<file path="config.mk">
export PLATFORM = sky130hd
export DESIGN_NAME = mem_port_arbiter
export DESIGN_NICKNAME = d
export VERILOG_FILES = /design/src/rtl/mem_port_arbiter.sv
export SDC_FILE = /design/constraint.sdc
export NUM_CORES = 1
export LEC_CHECK = 0
export BUFFER_PORTS_ARGS = -buffer_cell sky130_fd_sc_hd__buf_2
export CELL_PAD_IN_SITES_DETAIL_PLACEMENT = 1
export CELL_PAD_IN_SITES_GLOBAL_PLACEMENT = 1
export CORE_UTILIZATION = 17
export CTS_CLUSTER_DIAMETER = 50
export DETAILED_ROUTE_END_ITERATION = 10
export HOLD_SLACK_MARGIN = 0.15
export PLACE_DENSITY = 0.77
export SLEW_MARGIN = 20
export SYNTH_ARGS = -nofsm -noshare
export SYNTH_HDL_FRONTEND = slang
export SYNTH_SLANG_ARGS = --single-unit
export TNS_END_PERCENT = 10
</file>
<file path="constraint.sdc">
create_clock -name clk -period 1.2 [get_ports clk]
set_input_delay 0.24 -clock clk [delete_from_list [all_inputs] [get_ports clk]]
set_output_delay 0.24 -clock clk [all_outputs]
set_load 0.02 [all_outputs]
</file>
<file path="src/rtl/mem_port_arbiter.sv">
// Two-requester arbiter sharing one memory port between instruction fetch and data accesses.
// Optional macro ARB_TIMEOUT_EN adds a per-transaction mem_ready timeout with an err pulse.

module mem_port_arbiter #(
  parameter int MAX_DM_RUN = 4,
  parameter int TIMEOUT    = 16
) (
  input  logic        clk,
  input  logic        rst,
  input  logic        if_req,
  input  logic [31:0] if_addr,
  input  logic        dm_req,
  input  logic [31:0] dm_addr,
  input  logic        dm_we,
  input  logic [31:0] dm_wdata,
  input  logic        mem_ready,
  output logic        mem_valid,
  output logic [31:0] mem_addr,
  output logic        mem_we,
  output logic [31:0] mem_wdata,
  output logic        sel,
  output logic        if_done,
  output logic        dm_done,
  output logic        err
);

  // state   | meaning
  // IDLE    | port free, arbitrate on this edge
  // BUSY_IF | fetch owns the port, waiting for mem_ready
  // BUSY_DM | data access owns the port, waiting for mem_ready
  typedef enum logic [1:0] {IDLE, BUSY_IF, BUSY_DM} state_t;

  localparam logic [3:0] MAX_RUN = 4'(MAX_DM_RUN);

  if (MAX_DM_RUN < 1 || MAX_DM_RUN > 15) begin : g_bad_run
    $error("MAX_DM_RUN out of range");
  end
  if (TIMEOUT < 2) begin : g_bad_tmo
    $error("TIMEOUT must be at least 2");
  end

  state_t     state_q;
  logic       sel_q;
  logic [3:0] dm_run_q;
  logic [3:0] dm_run_d;
  logic       grant_dm;
  logic       busy;

  // Data keeps priority until it has won MAX_DM_RUN times in a row over a waiting fetch.
  assign grant_dm = dm_req && (!if_req || (dm_run_q < MAX_RUN));
  assign dm_run_d = !if_req ? 4'd0 :
                    (dm_run_q >= MAX_RUN) ? MAX_RUN : dm_run_q + 4'd1;
  assign busy     = (state_q != IDLE);

`ifdef ARB_TIMEOUT_EN
  localparam int TW = (TIMEOUT > 2) ? $clog2(TIMEOUT) : 1;
  logic [TW-1:0] tmo_q;
  logic          tmo_hit;

  assign tmo_hit = busy && !mem_ready && (tmo_q == TW'(TIMEOUT - 1));
  assign err     = tmo_hit;
`else
  logic tmo_hit;

  assign tmo_hit = 1'b0;
  assign err     = 1'b0;
`endif

  always_ff @(posedge clk or posedge rst) begin
    if (rst) begin
      state_q  <= IDLE;
      sel_q    <= 1'b0;
      dm_run_q <= 4'd0;
`ifdef ARB_TIMEOUT_EN
      tmo_q    <= '0;
`endif
    end else begin
      case (state_q)
        IDLE: begin
          if (grant_dm) begin
            state_q  <= BUSY_DM;
            sel_q    <= 1'b1;
            dm_run_q <= dm_run_d;
`ifdef ARB_TIMEOUT_EN
            tmo_q    <= '0;
`endif
          end else if (if_req) begin
            state_q  <= BUSY_IF;
            sel_q    <= 1'b0;
            dm_run_q <= 4'd0;
`ifdef ARB_TIMEOUT_EN
            tmo_q    <= '0;
`endif
          end
        end
        BUSY_IF, BUSY_DM: begin
          if (mem_ready || tmo_hit) begin
            state_q <= IDLE;
          end
`ifdef ARB_TIMEOUT_EN
          else begin
            tmo_q <= tmo_q + 1'b1;
          end
`endif
        end
        default: state_q <= IDLE;
      endcase
    end
  end

  assign sel       = sel_q;
  assign mem_valid = busy;
  assign mem_addr  = sel_q ? dm_addr : if_addr;
  assign mem_wdata = dm_wdata;
  assign mem_we    = (state_q == BUSY_DM) ? dm_we : 1'b0;
  // mem_ready outranks a same-cycle timeout, so done is never suppressed by err.
  assign if_done   = (state_q == BUSY_IF) && mem_ready;
  assign dm_done   = (state_q == BUSY_DM) && mem_ready;

endmodule

</file>
==> run_results.csv, run 1 <==
group,metric,value,unit
outcome,status,"finished with violations",
outcome,violations,"setup timing",
routing,drtIter0Drc,14,
clock_tree,worstSkewPairLatency,0.23,ns
timing,fin_ws,-0.358,ns
layout,diodes,0,
critical_path,crit_path_max_fanout,13,
power,vdd_drop_max,0.991,mV
clock_tree,cts_buffers,3,
power,power_frac_clock,9.3,%
timing,finalCriticalPeriod,1.56,ns
synth,ys_seq_area_share,14.8,%
power,power.density,2030,nW/um^2
clock_tree,cts_tree,"yes",
routing,drt-pass1-iter-count,4,
grt,grt_max_degree,18,
placement,io_buffers,106,
synth,synth_cells,110,
routing,ant_nets,0,
synth,ys_warn_count,0,
power,p_seq_share,10.8,%
die,dieHeight,85.3,um
grt,grt_pass1_vias,1079,
die,num_rows,29,
timing,whs,0.350,ns
layout,layout-drive-gt1-share,81.8,%
power,p_leak,0.994,nW
routing,met3_length,290,um
timing,fmax,642,MHz
timing,setup_violations,37,
grt,grt_overflow,0,
timing,hold_viol,0,
routing,finalWirelength,3430,um
job,drv_cap,0,
grt,grtUsageTotal,8.79,%
layout,syn_to_final_growth,49.7,%
grt,antenna_found_initial,0,
clock_tree,clockBufferDepth,2,
layout,final_common_cell,"buf_2",
synth,syn_area_per_cell,10.7,um^2
critical_path,setup.worst_path.end_class,"primary output",
critical_path,crit_family,"flip-flops",
die,design.die.area,7280,um^2
die,chipWidth,85.3,um
die,initial_utilization,18.1,%
critical_path,critPathRequiredTime,0.96,ns
synth,ys_ff_latch,7,
layout,final_nets,299,
die,core-area,6530,um^2
power,power_switching_share,41.7,%
timing,rsz0062_at_grt,"yes",
routing,vias,1098,
layout,mostFrequentLayoutCells,"buf_2 (89), mux2_4 (29), buf_6 (16), buf_4 (7), dfrtp_1 (6)",
layout,instances_no_fill,269,
critical_path,start_kind,"flip-flop",
layout,n_fill_cell,796,
synth,syn_nets,216,
power,comb_power_share,79.9,%
placement,placed_cells,264,
routing,route.detailed.drc,0,
critical_path,critPathKind,"reg -> out",
placement,hpwl,2990,um
routing,drt-vias-per-instance,4.08,
placement,gp_congestion,0.765,
clock_tree,cts.clk_slew.worst_paths,0.04,ns
critical_path,arrival,1.32,ns
synth,yosysUniqueCellTypes,19,
timing,finClkSkew,0.00266,ns
power,p_int,0.00210,W
clock_tree,root_buffer,"clkbuf_8",
clock_tree,cts_setup_buffers,0,
routing,wl_met1,1260,um
synth,synth_area,1180,um^2
critical_path,critPathBufInv,2,
routing,dr.max_layer_used,"met4",
power,switchingPower,0.00150,W
routing,avgRoutedWirePerCell,12.7,um
grt,grt_pass1_wl,5090,um
timing,drv_slew,0,
worst_hold_path,hold_path_class,"in -> reg",
critical_path,cp_cell_sequence,"buf_12, mux2_2, buf_2",
critical_path,crit_slowest_cell,"dfrtp_2",
die,io_pins,172,
timing,fin_crit_sh,130,%
critical_path,cp_slowest_stage_delay,0.41,ns
clock_tree,clock-sinks,7,
clock_tree,htree_levels,1,
routing,wl_met2,1840,um
cell usage after synthesis (all sizes together):
library cell / count / share of area [%]
nor2b: 2 / 1.1
inv: 5 / 1.6
nor2: 2 / 0.85
mux2: 32 / 40
ha: 4 / 4.2
nand2: 3 / 0.95
conb: 1 / 0.32
o31ai: 2 / 1.3
o21ai: 4 / 1.7
and2: 5 / 2.7
nand4b: 1 / 0.74
a32o: 2 / 1.7
dfrtp: 7 / 15
buf: 37 / 27
a21oi: 3 / 1.3
power by group through the flow:
stage	registers [W]	logic (W)	clock network, W
after CTS	0.000387	0.00269	0.000348
after detailed placement	0.000386	0.00254	0
after global routing	0.000398	0.00307	0.000364
after floorplan	0.000381	0.00205	0
final	0.000389	0.00287	0.000335
after global placement	0.000382	0.00249	0
routing by layer:
layer  vias to the layer above  GRT usage, %
li1                        503             -
met1                       519          9.64
met2                        71          16.6
met3                         5          1.85
met4                         0          3.03
met5                         -             0
repair_timing:
| item | CTS | global route |
|---|---|---|
| pin swaps | 0 | 1 |
| gates resized for setup | 18 | 27 |
| setup endpoints to repair | 43 | 43 |
| endpoints found under the hold margin | 7 | 0 |
| hold buffers | 1 | 0 |
sequential cells by signal, summed over array words and instances, names as in the netlist:
signal	count
dm_run_q	4
state_q	2
sel	1
per-stage QoR:
| step | area, um^2 | TNS (ns) | total power (W) | util, % | setup slack, ns |
|---|---|---|---|---|---|
| finish | 1770 | -11.60 | 0.00359 | 27.0 | -0.358 |
| global route | 1770 | -13.26 | 0.00383 | 27.0 | -0.399 |
| CTS | 1680 | -12.24 | 0.00343 | 25.7 | -0.369 |
| detailed placement | 1570 | -3.71 | 0.00293 | 24.1 | -0.122 |
| global placement | 1570 | -3.05 | 0.00287 | 24.1 | -0.0975 |
| floorplan | 1180 | -3.10 | 0.00243 | - | -0.103 |
tightest hold or removal path: cells and delay by family:
kind	cells	cell delay, ns
AOI/OAI and AO/OA	1	0.06
and+or+nand+nor	1	0.10
buffers and inverters	1	0.14
area by class of cell:
class / count / area [um^2] / area share (%)
Clock buffer: 4 / 45.0 / 2.55
Inverter: 5 / 18.8 / 1.06
Multi-Input combinational cell: 61 / 702 / 39.7
Sequential cell: 7 / 176 / 9.99
Tap cell: 77 / 96.3 / 5.45
Timing Repair Buffer: 115 / 728 / 41.2
kinds of logic (layout without fill, tap and decap cells):
group | after synthesis | count (layout) | synth area share [%]
simple gates | 13 | 13 | 6.26
buf+inv | 42 | 124 | 28.6
mux | 32 | 32 | 39.8
compound gates | 11 | 11 | 5.94
fa+ha+maj | 4 | 4 | 4.24
flops | 7 | 7 | 14.8
other cells | 1 | 1 | 0.318
final timing paths:
kind	from	to	slack [ns]	depth (start not counted)
min in group asynchronous	rst	dm_run_q[1]	0.49	3
hold reg to reg	dm_run_q[1]	dm_run_q[1]	0.49	1
hold / removal	dm_req	sel	0.35	3
max in group asynchronous	rst	sel	0.47	3
setup reg to reg	state_q[1]	state_q[0]	0.05	5
setup / recovery	sel	mem_addr[26]	-0.36	3
(Power assumes the default switching activity.)
==> run 2: changes to the inputs <==
PLACE_DENSITY = 0.86   (was 0.77)
==> run 2 against run 1 <==
The flow still finishes with violations (setup timing). First-iteration DRC count down 86%. Worst setup slack better by 0.0081 ns. Critical path depth unchanged. Highest routed layer unchanged.
==> run_results.csv, run 2 (same netlist as run 1, synthesis figures left out) <==
group,metric,value,unit
placement,placed_cells,262,
timing,fin_ws,-0.349,ns
critical_path,critPathRequiredTime,0.96,ns
outcome,status,"finished with violations",
job,drv_cap,0,
worst_hold_path,worstHoldStart,"dm_req",
routing,avgRoutedWirePerCell,13.0,um
routing,route.detailed.drc,0,
critical_path,r2r-start,"state_q[1]",
timing,setup_violations,36,
die,core-area,6530,um^2
clock_tree,cts_buffers,3,
critical_path,crit_path_max_fanout,21,
outcome,violations,"setup timing",
layout,syn_to_final_growth,52.1,%
critical_path,arrival,1.31,ns
worst_hold_path,hold_path_class,"in -> reg",
critical_path,r2r_cells,5,
clock_tree,cts_tree,"yes",
power,vdd_drop_max,1.05,mV
worst_hold_path,min_to,"state_q[1]",
routing,drtIter0Drc,2,
layout,instances_no_fill,267,
clock_tree,clockBufferDepth,2,
die,design.die.area,7280,um^2
layout,diodes,0,
layout,layout-drive-gt1-share,82.6,%
timing,drv_slew,0,
critical_path,reg2reg_slack,0.04,ns
routing,drt-vias-per-instance,4.03,
critical_path,critPathKind,"reg -> out",
die,chipWidth,85.3,um
timing,fin_crit_sh,129,%
grt,antenna_found_initial,0,
timing,finalCriticalPeriod,1.55,ns
clock_tree,htree_levels,1,
power,p_leak,1.01,nW
timing,hold_viol,0,
power,power.density,2040,nW/um^2
die,dieHeight,85.3,um
routing,drt-pass1-iter-count,3,
critical_path,start_kind,"flip-flop",
critical_path,setup.worst_path.end_class,"primary output",
layout,regMostFlops,"dm_run_q",
layout,final_nets,297,
layout,largest_register_ffs,4,
clock_tree,root_buffer,"clkbuf_8",
clock_tree,cts.clk_slew.worst_paths,0.04,ns
placement,io_buffers,106,
clock_tree,worstSkewPairLatency,0.23,ns
die,initial_utilization,18.1,%
placement,gp_congestion,0.837,
worst_hold_path,worstHoldPathCells,3,
routing,finalWirelength,3470,um
grt,grt_pass1_wl,5260,um
critical_path,timing.rr.end,"state_q[0]",
layout,mostFrequentLayoutCells,"buf_2 (84), mux2_4 (31), buf_6 (23), dfrtp_1 (6), and2_1 (4)",
layout,post-route-util,27.5,%
grt,grt_overflow,0,
timing,rsz0062_at_grt,"yes",
grt,grt_max_degree,22,
timing,finClkSkew,0.00452,ns
timing,fin_tns_setup,-11.28,ns
layout,final_common_cell,"buf_2",
die,io_pins,172,
routing,vias,1076,
timing,fmax,645,MHz
clock_tree,clock-sinks,7,
routing,ant_nets,0,
grt,grtUsageTotal,9.11,%
die,num_rows,29,
grt,grt_pass1_vias,1179,
placement,hpwl,3030,um
-- run 2: how the worst max path moves through the flow --
stage | end | slack [ns] | startpoint | cells past startpoint
3_3_place_gp | mem_addr[2] | -0.11 | sel | 3
6_report | mem_addr[4] | -0.35 | sel | 3
2_1_floorplan | mem_addr[0] | -0.10 | sel | 3
4_1_cts | mem_addr[29] | -0.37 | sel | 3
5_1_grt | mem_addr[4] | -0.39 | sel | 3
3_5_place_dp | mem_addr[3] | -0.13 | sel | 3
-- run 2: worst max-delay path: stages, from the launching register on --
cell	delay [ns]
dfrtp_2	0.40
buf_12	0.20
mux2_4	0.31
buf_2	0.16
-- run 2: final cells by class --
cell class,count,area [um^2]
clock inverters,1,5.00
well taps,77,96.3
clock buffers,3,41.3
repair buffers,113,752
inverters,5,18.8
fillers,759,4740
multi-input cells,61,704
flip-flops and latches,7,176
-- run 2: timing repair --
item,in CTS,in global routing
setup endpoints to repair,44,41
resized for setup,25,34
buffers inserted,0,0
endpoints found under the hold margin,7,0
cloned,0,0
hold buffers,1,0
pin swaps,0,1
-- run 2: routing by layer --
metal  GRT usage [%]  routed length, um  part of all wire, %
met1            9.30               1240                   36
met4            4.24                 68                  2.0
met2            17.4               1900                   55
met5               0                  0                    0
met3            2.24                265                  7.6
-- run 2: report_power, final --
group	internal [W]	switching (W)	total (W)
Clock	0.000225	0.000108	0.000333
Combinational	0.00160	0.00134	0.00294
Sequential	0.000318	0.0000704	0.000388
Total	0.00214	0.00152	0.00366
-- run 2: per-stage QoR --
| stage | instance area (um^2) | setup slack, ns | hold WS, ns | total power (W) |
|---|---|---|---|---|
| 2_1_floorplan | 1180 | -0.103 | 0.0433 | 0.00243 |
| 3_3_place_gp | 1560 | -0.113 | 0.175 | 0.00284 |
| 3_5_place_dp | 1560 | -0.128 | 0.181 | 0.00291 |
| 4_1_cts | 1690 | -0.375 | 0.328 | 0.00346 |
| 5_1_grt | 1790 | -0.394 | 0.347 | 0.00390 |
| 6_report | 1790 | -0.349 | 0.339 | 0.00366 |
==> run 3: changes to the inputs <==
REMOVE_ABC_BUFFERS = 1   (was default)
==> run 3 against run 2 <==
The flow still finishes with violations (setup timing). Combinational power fell by 5%. Critical path depth did not move. Maximum frequency fell by 0.13%. Hold slack got worse by 0.013 ns. Cell area fell by 4.0%.
==> run_results.csv, run 3 (same netlist as run 1, synthesis figures left out) <==
group,metric,value,unit
outcome,status,"finished with violations",
outcome,violations,"setup timing",
routing,drt-pass1-iter-count,4,
routing,drt-vias-per-instance,4.19,
critical_path,critPathRequiredTime,0.96,ns
job,drv_cap,0,
die,dieHeight,85.3,um
timing,fin_ws,-0.351,ns
routing,avgRoutedWirePerCell,17.2,um
clock_tree,root_buffer,"clkbuf_8",
layout,syn_to_final_growth,45.9,%
placement,io_buffers,106,
routing,route.detailed.drc,0,
clock_tree,worstSkewPairLatency,0.24,ns
clock_tree,cts_buffers,3,
die,chipWidth,85.3,um
power,p_seq_share,11.0,%
routing,drtIter0Drc,36,
power,power_switching_share,42.6,%
power,power.density,2030,nW/um^2
layout,final_common_cell,"buf_2",
power,design_power_total,0.00350,W
power,p_int,0.00201,W
worst_hold_path,hold_path_class,"in -> reg",
timing,hold_viol,0,
clock_tree,clockBufferDepth,2,
worst_hold_path,worstHoldPathCells,3,
power,p_leak,0.985,nW
critical_path,r2r_cells,5,
die,num_rows,29,
critical_path,critPathKind,"reg -> out",
die,design.die.area,7280,um^2
layout,diodes,0,
critical_path,setup.worst_path.end_class,"primary output",
placement,dpl-instance-area,1580,um^2
power,power_frac_clock,9.8,%
timing,setup_violations,37,
grt,antenna_found_initial,0,
timing,drv_slew,0,
timing,fmax,645,MHz
timing,rsz0062_at_grt,"yes",
timing,whs,0.325,ns
clock_tree,cts_tree,"yes",
clock_tree,htree_levels,1,
clock_tree,cts.clk_slew.worst_paths,0.05,ns
routing,finalWirelength,4650,um
die,io_pins,172,
critical_path,start_kind,"flip-flop",
placement,hpwl,3950,um
placement,gp_congestion,0.748,
die,core-area,6530,um^2
layout,mostFrequentLayoutCells,"buf_2 (95), mux2_4 (29), buf_6 (11), buf_4 (9), dfrtp_1 (6)",
power,switchingPower,0.00149,W
timing,finClkSkew,0.00851,ns
die,initial_utilization,18.1,%
clock_tree,clock-sinks,7,
power,vdd_drop_max,0.364,mV
power,comb_power_share,79.3,%
grt,grt_pass1_wl,6430,um
routing,ant_nets,0,
grt,grt_max_degree,21,
timing,finalCriticalPeriod,1.55,ns
grt,grt_overflow,0,
grt,grt_pass1_vias,1170,
critical_path,arrival,1.31,ns
layout,post-route-util,26.4,%
layout,final_nets,301,
layout,regMostFlops,"dm_run_q",
grt,grtUsageTotal,12.1,%
routing,vias,1135,
critical_path,crit_path_max_fanout,20,
timing,fin_crit_sh,129,%
layout,layout-drive-gt1-share,81.4,%
layout,largest_register_ffs,4,
layout,stdcell_area,1720,um^2
run 3: per-layer routing:
metal | wire (um) | global-route usage (%) | share of wire, %
met1 | 1590 | 11.4 | 34
met2 | 2250 | 19.1 | 48
met3 | 758 | 9.44 | 16
met4 | 50 | 4.85 | 1.1
met5 | 0 | 6.29 | 0
run 3: timing repair:
| action | 4_1_cts | 5_1_grt |
|---|---|---|
| endpoints found under the setup margin | 44 | 41 |
| buffers inserted | 0 | 0 |
| gates resized for setup | 23 | 8 |
| hold buffers | 1 | 0 |
| endpoints found under the hold margin | 7 | 0 |
run 3: layout make-up:
| type | count | area, um^2 |
|---|---|---|
| clock inverters | 1 | 5.00 |
| repair buffers | 117 | 697 |
| multi-input cells | 61 | 687 |
| clock buffers | 3 | 41.3 |
| flip-flops and latches | 7 | 176 |
| well taps | 77 | 96.3 |
| fillers | 800 | 4810 |
| inverters | 5 | 18.8 |
run 3: worst paths after layout:
check / start / endpoint / slack (ns)
worst min-delay path: if_req / dm_run_q[0] / 0.33
worst max register to register: state_q[1] / state_q[1] / 0.08
min in group asynchronous: rst / state_q[1] / 0.50
worst min register to register: dm_run_q[1] / dm_run_q[1] / 0.50
max in group asynchronous: rst / sel / 0.46
worst max-delay path: sel / mem_addr[1] / -0.35
run 3: through the flow:
step | setup slack, ns | setup TNS (ns) | cells
after floorplan | -0.945 | -28.46 | 73
after global placement | -0.0972 | -2.67 | 266
after detailed placement | -0.116 | -3.62 | 266
after CTS | -0.359 | -12.07 | 271
after global routing | -0.401 | -13.52 | 271
final | -0.351 | -11.65 | 271
run 3: power by group through the flow:
stage	registers [W]	clock network, W	logic, W
6_report	0.000384	0.000342	0.00278
5_1_grt	0.000399	0.000371	0.00296
4_1_cts	0.000385	0.000352	0.00275
3_5_place_dp	0.000384	0	0.00256
3_3_place_gp	0.000375	0	0.00251
2_1_floorplan	0.000579	0	0.00149
run 3: critical path, stage by stage, from the launching register on:
cell     delay [ns]
dfrtp_2        0.40
buf_12         0.20
mux2_4         0.31
buf_2          0.16
